`src/rtl/sseg_pkg.sv`:
```
// Shared types and constants for the seven-segment display controller.
package sseg_pkg;

    localparam int unsigned DIGIT_W  = 4;
    localparam int unsigned N_DIGITS = 4;
    localparam int unsigned DISP_W   = DIGIT_W * N_DIGITS;
    localparam int unsigned SCAN_W   = $clog2(N_DIGITS);

    typedef logic [DISP_W-1:0] disp_word_t;

    typedef enum logic [1:0] {
        StIdle,
        StWaitFrame,
        StCommit
    } sseg_state_e;

endpackage

```
`src/rtl/sseg_tick_gen.sv`:
```
// Free-running scan prescaler and digit scan index; frame_end marks the last digit's tick.
module sseg_tick_gen
    import sseg_pkg::*;
#(
    parameter int unsigned TICK_DIV = 100000
) (
    input  logic              clk,
    input  logic              rst,
    output logic              enabled,
    output logic [SCAN_W-1:0] scan_idx,
    output logic              frame_end
);

    localparam int unsigned CntW = (TICK_DIV > 2) ? $clog2(TICK_DIV) : 1;
    localparam logic [CntW-1:0]   CntMax  = CntW'(TICK_DIV - 1);
    localparam logic [SCAN_W-1:0] IdxLast = SCAN_W'(N_DIGITS - 1);

    logic [CntW-1:0]   cnt_q, cnt_d;
    logic [SCAN_W-1:0] idx_q, idx_d;

    always_ff @(posedge clk or posedge rst) begin
        if (rst) begin
            cnt_q <= '0;
            idx_q <= '0;
        end else begin
            cnt_q <= cnt_d;
            idx_q <= idx_d;
        end
    end

    always_comb begin
        enabled = (cnt_q == CntMax);
        cnt_d   = enabled ? '0 : cnt_q + 1'b1;
        idx_d   = enabled ? idx_q + 1'b1 : idx_q;
    end

    assign scan_idx  = idx_q;
    assign frame_end = enabled && (idx_q == IdxLast);

endmodule

```
`src/rtl/sseg_ctrl.sv`:
```
// Two-requester display controller: round-robin accept, then commit on a frame boundary
// so the driver never shows a torn frame.
module sseg_ctrl
    import sseg_pkg::*;
#(
    parameter int unsigned TICK_DIV = 100000
) (
    input  logic               clk,
    input  logic               rst,
    input  logic               req_a_valid,
    input  logic [DISP_W-1:0]  req_a_data,
    output logic               req_a_ready,
    input  logic               req_b_valid,
    input  logic [DISP_W-1:0]  req_b_data,
    output logic               req_b_ready,
    output logic               enabled,
    output logic [DIGIT_W-1:0] digit0,
    output logic [DIGIT_W-1:0] digit1,
    output logic [DIGIT_W-1:0] digit2,
    output logic [DIGIT_W-1:0] digit3,
    output logic               busy
);

    sseg_state_e       state_q, state_d;
    disp_word_t        pending_q, pending_d;
    disp_word_t        digits_q, digits_d;
    logic              prio_b_q, prio_b_d;
    logic [SCAN_W-1:0] scan_idx;
    logic              frame_end;
    logic              grant_a, grant_b, xfer;

    sseg_tick_gen #(
        .TICK_DIV (TICK_DIV)
    ) u_tick_gen (
        .clk       (clk),
        .rst       (rst),
        .enabled   (enabled),
        .scan_idx  (scan_idx),
        .frame_end (frame_end)
    );

    // State register
    always_ff @(posedge clk or posedge rst) begin
        if (rst) begin
            state_q <= StIdle;
        end else begin
            state_q <= state_d;
        end
    end

    // Next-state logic
    always_comb begin
        state_d = state_q;
        unique case (state_q)
            StIdle:      if (xfer)      state_d = StWaitFrame;
            StWaitFrame: if (frame_end) state_d = StCommit;
            StCommit:                   state_d = StIdle;
            default:                    state_d = StIdle;
        endcase
    end

    // Outputs; prio_b_q set means B wins a tie.
    always_comb begin
        grant_a     = req_a_valid && (!req_b_valid || !prio_b_q);
        grant_b     = req_b_valid && (!req_a_valid || prio_b_q);
        req_a_ready = !rst && (state_q == StIdle) && grant_a;
        req_b_ready = !rst && (state_q == StIdle) && grant_b;
        xfer        = req_a_ready || req_b_ready;
        busy        = (state_q != StIdle);
    end

    always_comb begin
        pending_d = pending_q;
        prio_b_d  = prio_b_q;
        digits_d  = digits_q;
        if (req_a_ready) begin
            pending_d = req_a_data;
            prio_b_d  = 1'b1;
        end else if (req_b_ready) begin
            pending_d = req_b_data;
            prio_b_d  = 1'b0;
        end
        if (state_q == StCommit) begin
            digits_d = pending_q;
        end
    end

    always_ff @(posedge clk or posedge rst) begin
        if (rst) begin
            pending_q <= '0;
            digits_q  <= '0;
            prio_b_q  <= 1'b0;
        end else begin
            pending_q <= pending_d;
            digits_q  <= digits_d;
            prio_b_q  <= prio_b_d;
        end
    end

    assign digit0 = digits_q[DIGIT_W-1:0];
    assign digit1 = digits_q[2*DIGIT_W-1:DIGIT_W];
    assign digit2 = digits_q[3*DIGIT_W-1:2*DIGIT_W];
    assign digit3 = digits_q[4*DIGIT_W-1:3*DIGIT_W];

endmodule

```
`config.mk`:
```
export PLATFORM = sky130hd
export DESIGN_NAME = sseg_ctrl
export DESIGN_NICKNAME = d
export VERILOG_FILES = /design/src/rtl/sseg_pkg.sv /design/src/rtl/sseg_tick_gen.sv /design/src/rtl/sseg_ctrl.sv
export SDC_FILE = /design/constraint.sdc
export NUM_CORES = 1
export LEC_CHECK = 0
export CAP_MARGIN = 0
export CORE_MARGIN = 1
export CORE_UTILIZATION = 44
export DETAILED_ROUTE_END_ITERATION = 6
export PLACE_DENSITY = 0.83
export SYNTH_ARGS = -nofsm -noshare
export SYNTH_HDL_FRONTEND = slang
export SYNTH_SLANG_ARGS = --single-unit
```
`constraint.sdc`:
```
create_clock -name clk -period 1.95 [get_ports clk]
set_input_delay 0.585 -clock clk [delete_from_list [all_inputs] [get_ports clk]]
set_output_delay 0.585 -clock clk [all_outputs]
set_load 0.01 [all_outputs]
```
==> results.md <==
- DRT Wirelength: about 5200 um
- Seq/Total Area, Yosys: 57.3%
- P_sw: 0.626 mW
- Max Slew Vio Count: 0
- GRT Overall Usage: around 20%
- # setup viols final: 1
- Pwr/cell area: 759 nW/um^2
- Register share of total power: 54.4%
- Leakage Power: 1.65 nW
- Area after DPL: around 3200 sq um
- Post-Synth XOR/XNOR Area: under 10%
- Area occupied by registers: about 1400 sq um
- Crit Path Category: flop to output pin
- Synth Warn #: 0
- Mapped cell area: ~2400 sq um
- Unrepaired setup endpoints after global routing: true
- Syn nets: about 240
- Clock power share: between 20% and 30%
- Post-DR vias/cell: ~5.0
- Hold crit path type: input port to asynchronous set/reset pin
- Rows: 26
- Worst Path Buf+Inv: 1
- Comb pwr share: between 10% and 20%
- Io pins: 56
- Post-synthesis adder-cell area fraction: 1.06%
- Number of CTS-inserted buffers: 5
- Initial antenna violation count: 0
- Post-synthesis compound-gate area fraction: around 4.8%
- DP Wirelength: between 3000 and 4000 um
- Max VDD drop: roughly 0.43 mV
- # diodes: 0
- Largest net degree at the start of global routing: 34
- Die height: 75.2 um
- Fin worst setup slack: -0.0941 ns
- Combinational family with the most area after synthesis: multiplexers
- Post-Synth Simple-Gate Area: between 10 and 15%
- Max Clk Rate: just under 0.5 GHz
- Power Internal: about 1.9 mW
- Root Buffer: clkbuf_8
- Mean post-synth cell area: about 12 sq um
- Fillers: 414
- Crit path launch type: flop
- Max incr delay on CP: 0.41 ns
- DRT antenna net count: 0
- First-pass GRT wire length: 8400 um
- Highest net fanout along the worst path: 2
- Post-route cell area: 3380 sq um
- Arr. time, crit path: 1.46 ns
- CP Cell Sequence: nor4b_2, and4_1, buf_2
- Period utilization: 105%
- Sw Ratio: roughly a quarter
- Core area: between 5000 and 6000 sq um
- Max-cap violations: 0
- Synth Register Bits: 54
- Die X: approximately 75 um
- Synth-to-layout area growth: 43.2%
- Initial DRT Pass Iterations: 3
- Distinct cells, synth: 31
- Pre-CTS WS: -0.650 ns
- CP required: around 1.4 ns
- Hold_buf cts: 0
- Vias: roughly 1.8k
- Global route overflow: 0
- Final hold violation count: 0
- CTS tree: done
- Reg clk slew, reported paths: around 0.090 ns
- Drt drc: 0
- Avg WL per Cell: between 10 and 15 um
- CTS Sinks: 54
- Max H-tree Level: 2
- Starting density of the core: a little under half
- Nets: between 300 and 400
- Critical-path top delay cell: dfrtp_1
- Slew margin rel.: around 77%
- Multiplexer area fraction after synthesis: around 16%
- Die area: around 5700 sq um
- Worst slew pin tran: around 0.34 ns
- Status: complete, but fails checks
- Post-Route Skew: ~0.0073 ns
- Number of port buffers: between 50 and 60
- GP Congestion: 0.786
- Min Tclk post-route: about 2.0 ns
- Max clock buf depth: 2
- Share of layout cells above drive strength 1: 26.2%
- Kind of cell adding the most delay to the critical path: simple AND/OR/NAND/NOR gates
- Clock Latency Late Sink: approximately 0.31 ns
- Vias in the first global route: roughly 1.9k
- Multi-input logic area: 986 sq um
- Failing checks: setup timing
- Initial DRC Count: between 80 and 90
- Mapped Cells: 201
- Crit path capture type: output pin
[synth_stat cells]
| library cell | count | share of area, % |
|---|---|---|
| dfrtp_1 | 54 | 57 |
| nor2_1 | 23 | 3.7 |
| mux2i_1 | 18 | 7.6 |
| mux2_2 | 17 | 8.1 |
| a21oi_1 | 16 | 3.4 |
| nand2_1 | 11 | 1.8 |
| nand3_1 | 8 | 1.7 |
| xnor2_1 | 7 | 2.6 |
| buf_2 | 4 | 0.85 |
| clkbuf_1 | 4 | 0.64 |
| inv_1 | 4 | 0.64 |
| nand2b_1 | 4 | 1.1 |
| xor2_1 | 4 | 1.5 |
| and4_1 | 3 | 1.1 |
| nor3_1 | 3 | 0.64 |
| o21ai_0 | 3 | 0.64 |
| ha_1 | 2 | 1.1 |
| nand4_1 | 2 | 0.53 |
| nor3b_1 | 2 | 0.64 |
| a21o_1 | 1 | 0.32 |
| a311o_1 | 1 | 0.42 |
| and2_2 | 1 | 0.32 |
| and4_4 | 1 | 0.48 |
| and4bb_2 | 1 | 0.53 |
| nand3b_1 | 1 | 0.32 |
| nor2b_1 | 1 | 0.27 |
| nor4b_1 | 1 | 0.37 |
| nor4bb_1 | 1 | 0.42 |
| or2_2 | 1 | 0.27 |
| or3b_4 | 1 | 0.48 |
| or4_1 | 1 | 0.32 |
[kinds of logic after synthesis]
group,count (synthesis)
and+or+nand+nor,66
DFF,54
muxes,35
AOI/OAI and AO/OA,21
buffers and inverters,12
xor gates and xnor gates,11
adders and majority gates,2
[worst register-to-register path, cell delays in order, from the launching register on]
cell and delay (ns):
dfrtp_1 0.41, nor4b_2 0.33, and4_1 0.27, buf_4 0.20, nand2_1 0.10, a311o_1 0.35
[area by class of cell]
cell class	instances	area share, %
clock buffers	6	2.15
clock inverters	2	1.11
inverters	4	0.445
multi-input cells	135	29.2
flip-flops and latches	54	40.0
well taps	70	2.59
repair buffers	89	24.5
[cells in the final DEF, fill, tap and decap left out, types with 2 or more instances in the layout]
master,n
mux2i_1,18
xnor2_1,7
clkbuf_8,5
nor3b_1,2
a21oi_1,16
dlygate4sd2_1,2
buf_6,3
buf_4,31
nand3_2,2
and4_1,3
clkdlybuf4s50_1,48
xor2_1,4
inv_2,3
dfrtp_1,54
buf_12,2
nand2_1,11
o21ai_0,3
nand4_1,2
nor2_1,23
nor3_1,2
mux2_2,17
nand3_1,6
nand2b_1,4
[power by group through the flow]
stage / combinational [mW] / sequential, mW / clock (mW)
2_1_floorplan: 0.264 / 1.39 / 0
3_3_place_gp: 0.401 / 1.41 / 0
3_5_place_dp: 0.420 / 1.42 / 0
4_1_cts: 0.431 / 1.39 / 0.758
5_1_grt: 0.486 / 1.42 / 0.798
6_report: 0.432 / 1.39 / 0.738
[registers in the layout, indices dropped and copies added (netlist names)]
register / cells
u_tick_gen.cnt_q: 17
u_tick_gen.scan_idx: 2
prio_b_q: 1
digits_q: 16
state_q: 2
pending_q: 16
[routing by layer]
metal  up-vias  share of wire [%]  GRT usage (%)  routed length [um]
met2        42                 51           36.2                2610
met1       869                 42           22.1                2150
met5         -                  0              0                   0
met3        11                5.9           5.76                 304
li1        875                  -              -                   -
met4         0                1.9           8.44                 100
[path summary, 6_finish.rpt]
| path | start | end | slack (ns) | cells after the start |
|---|---|---|---|---|
| max | u_tick_gen.cnt_q[13]$_DFF_PP0_ | enabled | -0.09 | 3 |
| min | rst | u_tick_gen.cnt_q[16]$_DFF_PP0_ | 0.35 | 2 |
| max reg2reg | u_tick_gen.cnt_q[13]$_DFF_PP0_ | state_q[0]$_DFFE_PP0P_ | 0.17 | 5 |
| min reg2reg | u_tick_gen.scan_idx[0]$_DFFE_PP0N_ | u_tick_gen.scan_idx[0]$_DFFE_PP0N_ | 0.49 | 1 |
| max in group asynchronous | rst | pending_q[6]$_DFFE_PP0P_ | 1.18 | 3 |
| min in group clk | u_tick_gen.scan_idx[0]$_DFFE_PP0N_ | u_tick_gen.scan_idx[0]$_DFFE_PP0N_ | 0.49 | 1 |
[timing repair]
item	4_1_cts	5_1_grt
pin swaps	5	4
setup endpoints to repair	4	4
resized for setup	24	7
setup buffers	5	0
hold endpoints to repair	0	0
[per-stage QoR]
| step | util (%) | instances | TNS (ns) | total power [mW] | hold slack (ns) |
|---|---|---|---|---|---|
| 2_1_floorplan | - | 201 | 0 | 1.65 | 0.441 |
| 3_3_place_gp | 62.3 | 347 | -1.95 | 1.81 | 0.462 |
| 3_5_place_dp | 62.3 | 347 | -3.09 | 1.84 | 0.473 |
| 4_1_cts | 65.4 | 360 | -0.0625 | 2.58 | 0.350 |
| 5_1_grt | 65.7 | 360 | -0.144 | 2.71 | 0.376 |
| 6_report | 65.7 | 360 | -0.0941 | 2.56 | 0.353 |
No activity file was read; power rests on OpenSTA's default activity.
==> edit 1 (same settings) <==
Re-encode `sseg_state_e` (3 states) as one-hot, 3 bits wide.
--- a/src/rtl/sseg_pkg.sv
+++ b/src/rtl/sseg_pkg.sv
@@ -8,10 +8,10 @@
 
     typedef logic [DISP_W-1:0] disp_word_t;
 
-    typedef enum logic [1:0] {
-        StIdle,
-        StWaitFrame,
-        StCommit
+    typedef enum logic [2:0] {
+        StIdle      = 3'b001,
+        StWaitFrame = 3'b010,
+        StCommit    = 3'b100
     } sseg_state_e;
 
 endpackage
Function: same outputs for any inputs over 10 cycles, from zero or initial values and one cycle with rst high; not proved beyond that.
==> edit 1 against the unedited design <==
- the flow still finishes with violations (setup timing)
- sequential cell count grew 1
- total power rose by 9.2%
- critical path type unchanged
- wire length increased by 3.7%
- area after synthesis rose by 3.2%
- cell area increased by 2.4%
- synthesized cell count increased by 11%
- global-route usage decreased by 0.47 points
- clock skew increased by 3.2 ps
- highest routed layer unchanged
- worst setup slack worse by 150 ps
==> edit 1: results (changes against the unedited design) <==
Skew final: 10.56 ps (+3.239 ps)
Static Leak: 0.001565 uW (-5.1%)
FILL cells: 401 (-3.1%)
Internal power: 1983 uW (+2.3%)
Multi-In Gates: 158 (+17%)
R2r startpoint: state_q[2]
GRT Total Usage: 0.1958 (-0.004740)
Pre-CTS WS: -831.8 ps (-181.9 ps)
Status: finished with violations
DRT Pass-1 Iters: 4 (+1)
Endpoints failing setup: 3 (+2)
Non-filler cells, final: 386 (+7.2%)
Final GP Congestion: 0.7490 (-4.7%)
Synth cell types: 36 (+16%)
# placed instances: 373 (+7.5%)
ClkCell Share: 0.02858 (-0.004035)
FFs & Latches: 55 (+1.9%)
Crit path max-delay family: flip-flops
Commonest cells post-synth: dfrtp_1 (54), nand2_1 (43), nor2_1 (24)
Fraction of layout cells with a size suffix above 1: 0.2563 (-0.005740)
Post-DP HPWL: 3.719 mm (+0.88%)
Non-Clock Buffer Count: 91 (+2.2%)
Final WS setup: -240.5 ps (-146.3 ps)
Seq/Total Area, Yosys: 0.5664 (-0.006890)
CP max stage cell: dfrtp_1
WL/cell: 13.89 um (-3.3%)
Fraction of area in multi-input gates: 0.2985 (+0.006412)
Worst-path fanout max: 4 (+2)
Worst-margin pin slew: 471.4 ps (+130.1 ps)
Syn nets: 262 (+9.6%)
Final #Nets: 353 (+8.0%)
Pin count of the biggest net entering global routing: 56 (+65%)
Via-to-Cell Ratio: 5.041 (+1.0%)
First-pass GRT wire length: 8.983 mm (+7.0%)
Signal buf overhead: 0.2435 (-0.001138)
Reg area: 1378 um2 (+1.9%)
Setup TNS: -465.7 ps (-371.6 ps)
Worst path max stage delay: 450 ps (+40 ps)
Post-Synthesis Cells: 224 (+11%)
Violated checks: setup timing
Post-DP Area: 3286 um2 (+2.6%)
==> edit 1: cell count changes after synthesis, sizes merged, moves of 3 or more <==
cell and delta:
nand2b -4, mux2i -18, a31oi +17, nand2 +32, a21oi -11, xnor2 +3
clkbuf -3
==> edit 1: repair_timing <==
item / 4_1_cts / 5_1_grt
resized for setup: 24 / 7
endpoints found under the setup margin: 4 / 4
setup buffers: 4 / 1
pin swaps: 3 / 4
==> edit 1: final timing paths <==
check	cells past startpoint	slack, ps	endpoint
hold reg to reg	1	480	u_tick_gen.scan_idx[0]
setup / recovery	6	-240	req_b_ready
min in group clk	1	480	u_tick_gen.scan_idx[0]
max in group asynchronous	4	1220	state_q[0]
setup reg to reg	9	100	pending_q[11]
hold / removal	4	450	u_tick_gen.cnt_q[0]
==> edit 1: power by group through the flow <==
| stage | logic (uW) | registers (uW) | clock network, uW |
|---|---|---|---|
| after global routing | 783 | 1460 | 727 |
| final | 698 | 1440 | 664 |
| after detailed placement | 637 | 1460 | 0 |
| after CTS | 670 | 1430 | 676 |
| after floorplan | 380 | 1430 | 0 |
| after global placement | 617 | 1440 | 0 |
==> edit 1: layer usage <==
metal / track usage / part of all wire
met1: 0.2514 / 0.42
met2: 0.3306 / 0.52
met3: 0.04192 / 0.045
met4: 0.06154 / 0.014
met5: 0 / 0
==> edit 1: cells by family (layout without fill, tap and decap cells) <==
| logic type | count (synthesis) | count (layout) | share of synthesized area |
|---|---|---|---|
| AOI/OAI and AO/OA | 26 | 26 | 0.06533 |
| adders and majority gates | 2 | 2 | 0.01029 |
| muxes | 17 | 17 | 0.07870 |
| buffers and inverters | 11 | 103 | 0.02417 |
| DFF | 55 | 55 | 0.5664 |
| and+or+nand+nor | 100 | 100 | 0.2083 |
| xor gates and xnor gates | 13 | 13 | 0.04681 |
==> edit 2 (same flow settings) <==
Made on the original files. Change the package constant `DIGIT_W` from 4 to 3.
--- a/src/rtl/sseg_pkg.sv
+++ b/src/rtl/sseg_pkg.sv
@@ -1,7 +1,7 @@
 // Shared types and constants for the seven-segment display controller.
 package sseg_pkg;
 
-    localparam int unsigned DIGIT_W  = 4;
+    localparam int unsigned DIGIT_W  = 3;
     localparam int unsigned N_DIGITS = 4;
     localparam int unsigned DISP_W   = DIGIT_W * N_DIGITS;
     localparam int unsigned SCAN_W   = $clog2(N_DIGITS);
Ports: changed (6 resized); port bits go from 56 to 44. No check against the original RTL was run, so the function may have changed too.
==> edit 2 against the unedited design <==
- the run still ends with setup timing left
- sequential cell count is 8 lower
- area after synthesis is 13% lower
- first-iteration DRC count is 26% lower
- core utilization is 0.17 points lower
- sequential share of layout area is 0.22 points lower
- cell area is 14% lower
- hold slack worse by 130 ps
- wire length is 13% lower
- die area is 13% lower
- worst setup slack worse by 250 ps
- largest cell class unchanged
- highest routed layer unchanged
Power is not compared: it rests on default switching activity, and its combinational part moved more than twofold at a synthesized area within 25%.
==> edit 2: results (changes against the unedited design) <==
Post-synthesis compound-gate area fraction: 0.03356 (-0.01421)
Violated checks: setup timing
Pre-CTS WS: -738.5 ps (-88.63 ps)
First-pass GRT wire length: 7.458 mm (-11%)
Drt total wl: 4.484 mm (-13%)
Pin count of the biggest net entering global routing: 39 (+15%)
Met2 Track Usage GR: 0.3323 (-0.03009)
Reg2reg end: u_tick_gen.scan_idx[1]
I/O Buffers: 43 (-22%)
GR Layer Usage met1: 0.2342 (+0.01346)
Seq pwr share: 0.595
DRT Pass-1 Iters: 4 (+1)
Adder-cell share of the synthesized area: 0.01220 (+0.001587)
Final GP Congestion: 0.7921 (+0.79%)
CTS buffer count: 5 (unchanged)
Mux share of post-synthesis cell area: 0.1458 (-0.01182)
Clock Path Buffers: 2 (unchanged)
Skew final: 7.810 ps (+0.4899 ps)
Met3 global-route usage: 0.03896 (-0.01860)
ANT cells: 0 (unchanged)
Syn nets: 206 (-14%)
Fraction of layout cells with a size suffix above 1: 0.2717 (+0.009585)
Endpoints failing setup: 2 (+1)
WP data arrival: 1710 ps (+250 ps)
Worst-margin pin slew: 556.7 ps (+215.5 ps)
Top Registers: u_tick_gen.cnt_q (17), digits_q (12), pending_q (12)
Largest family of logic cells by synthesized area: simple AND/OR/NAND/NOR gates
Status: finished with violations
Commonest cells post-synth: dfrtp_1 (46), nor2_1 (22), mux2_2 (14)
Ys Warns: 0 (unchanged)
FILL cells: 342 (-17%)
Vias: 1582 (-12%)
Peak VDD IR: 389.0 uV
Setup TNS: -360.2 ps (-266.1 ps)
Post-DP HPWL: 3.181 mm (-14%)
Final WS setup: -348.8 ps (-254.6 ps)
Area contributors post-synth: dfrtp_1 (56%), mux2_2 (7.7%), mux2i_1 (6.3%)
DRT iter0 DRCs: 64 (-26%)
Seq/Total Area, Yosys: 0.5613 (-0.01193)
Crit. Startpoint: u_tick_gen.cnt_q[14]
R2R setup slack: -10 ps (-180 ps)
XOR/XNOR share of the synthesized area: 0.05552 (+0.01465)
Synth cell types: 29 (-6.5%)
Sequential logic power: 980 uW
Final #Nets: 283 (-13%)
GRT Total Usage: 0.1939 (-0.006658)
-- edit 2: cell count changes after synthesis, moves of 3 or more --
cell / delta
and3_1: +3
a21oi_1: -4
mux2i_1: -5
dfrtp_1: -8
buf_2: -3
o21ai_0: -3
mux2_2: -3
-- edit 2: layer usage --
metal  up-vias  wire (um)
li1        768          -
met4         0        114
met5         -          0
met3        13        125
met2        34       2323
met1       767       1921
-- edit 2: critical path, cell delays in order (launching register included) --
cell and delay (ps):
dfrtp_1 380, or4bb_4 560, nor4_4 300, buf_2 170
-- edit 2: layout make-up --
type,instances,area (um2),share of cell area
Sequential cell,46,1151,0.3981
Multi-Input combinational cell,119,897.1,0.3103
Timing Repair Buffer,75,669.4,0.2315
Clock buffer,6,72.57,0.02510
Tap cell,52,65.06,0.02250
Inverter,6,22.52,0.007789
Clock inverter,2,13.76,0.004760
-- edit 2: how the worst min path moves through the flow --
stage | start | end | slack (ps) | depth (start not counted)
final | rst | pending_q[11] | 230 | 2
after global routing | rst | pending_q[11] | 240 | 2
after CTS | rst | pending_q[11] | 210 | 2
after global placement | u_tick_gen.scan_idx[0] | u_tick_gen.scan_idx[0] | 470 | 1
after detailed placement | u_tick_gen.scan_idx[1] | u_tick_gen.scan_idx[1] | 480 | 1
after floorplan | u_tick_gen.cnt_q[16] | u_tick_gen.cnt_q[16] | 440 | 1
-- edit 2: metrics by stage --
| stage | instances | area (um2) |
|---|---|---|
| detailed placement | 293 | 2743 |
| CTS | 303 | 2851 |
| global placement | 293 | 2743 |
| finish | 306 | 2892 |
| global route | 306 | 2892 |
| floorplan | 176 | 2059 |
-- edit 2: what timing repair did --
item	4_1_cts	5_1_grt
pin swaps	2	6
resized for setup	24	9
cloned	0	0
setup buffers	3	3
setup endpoints to repair	6	8
hold buffers	0	0
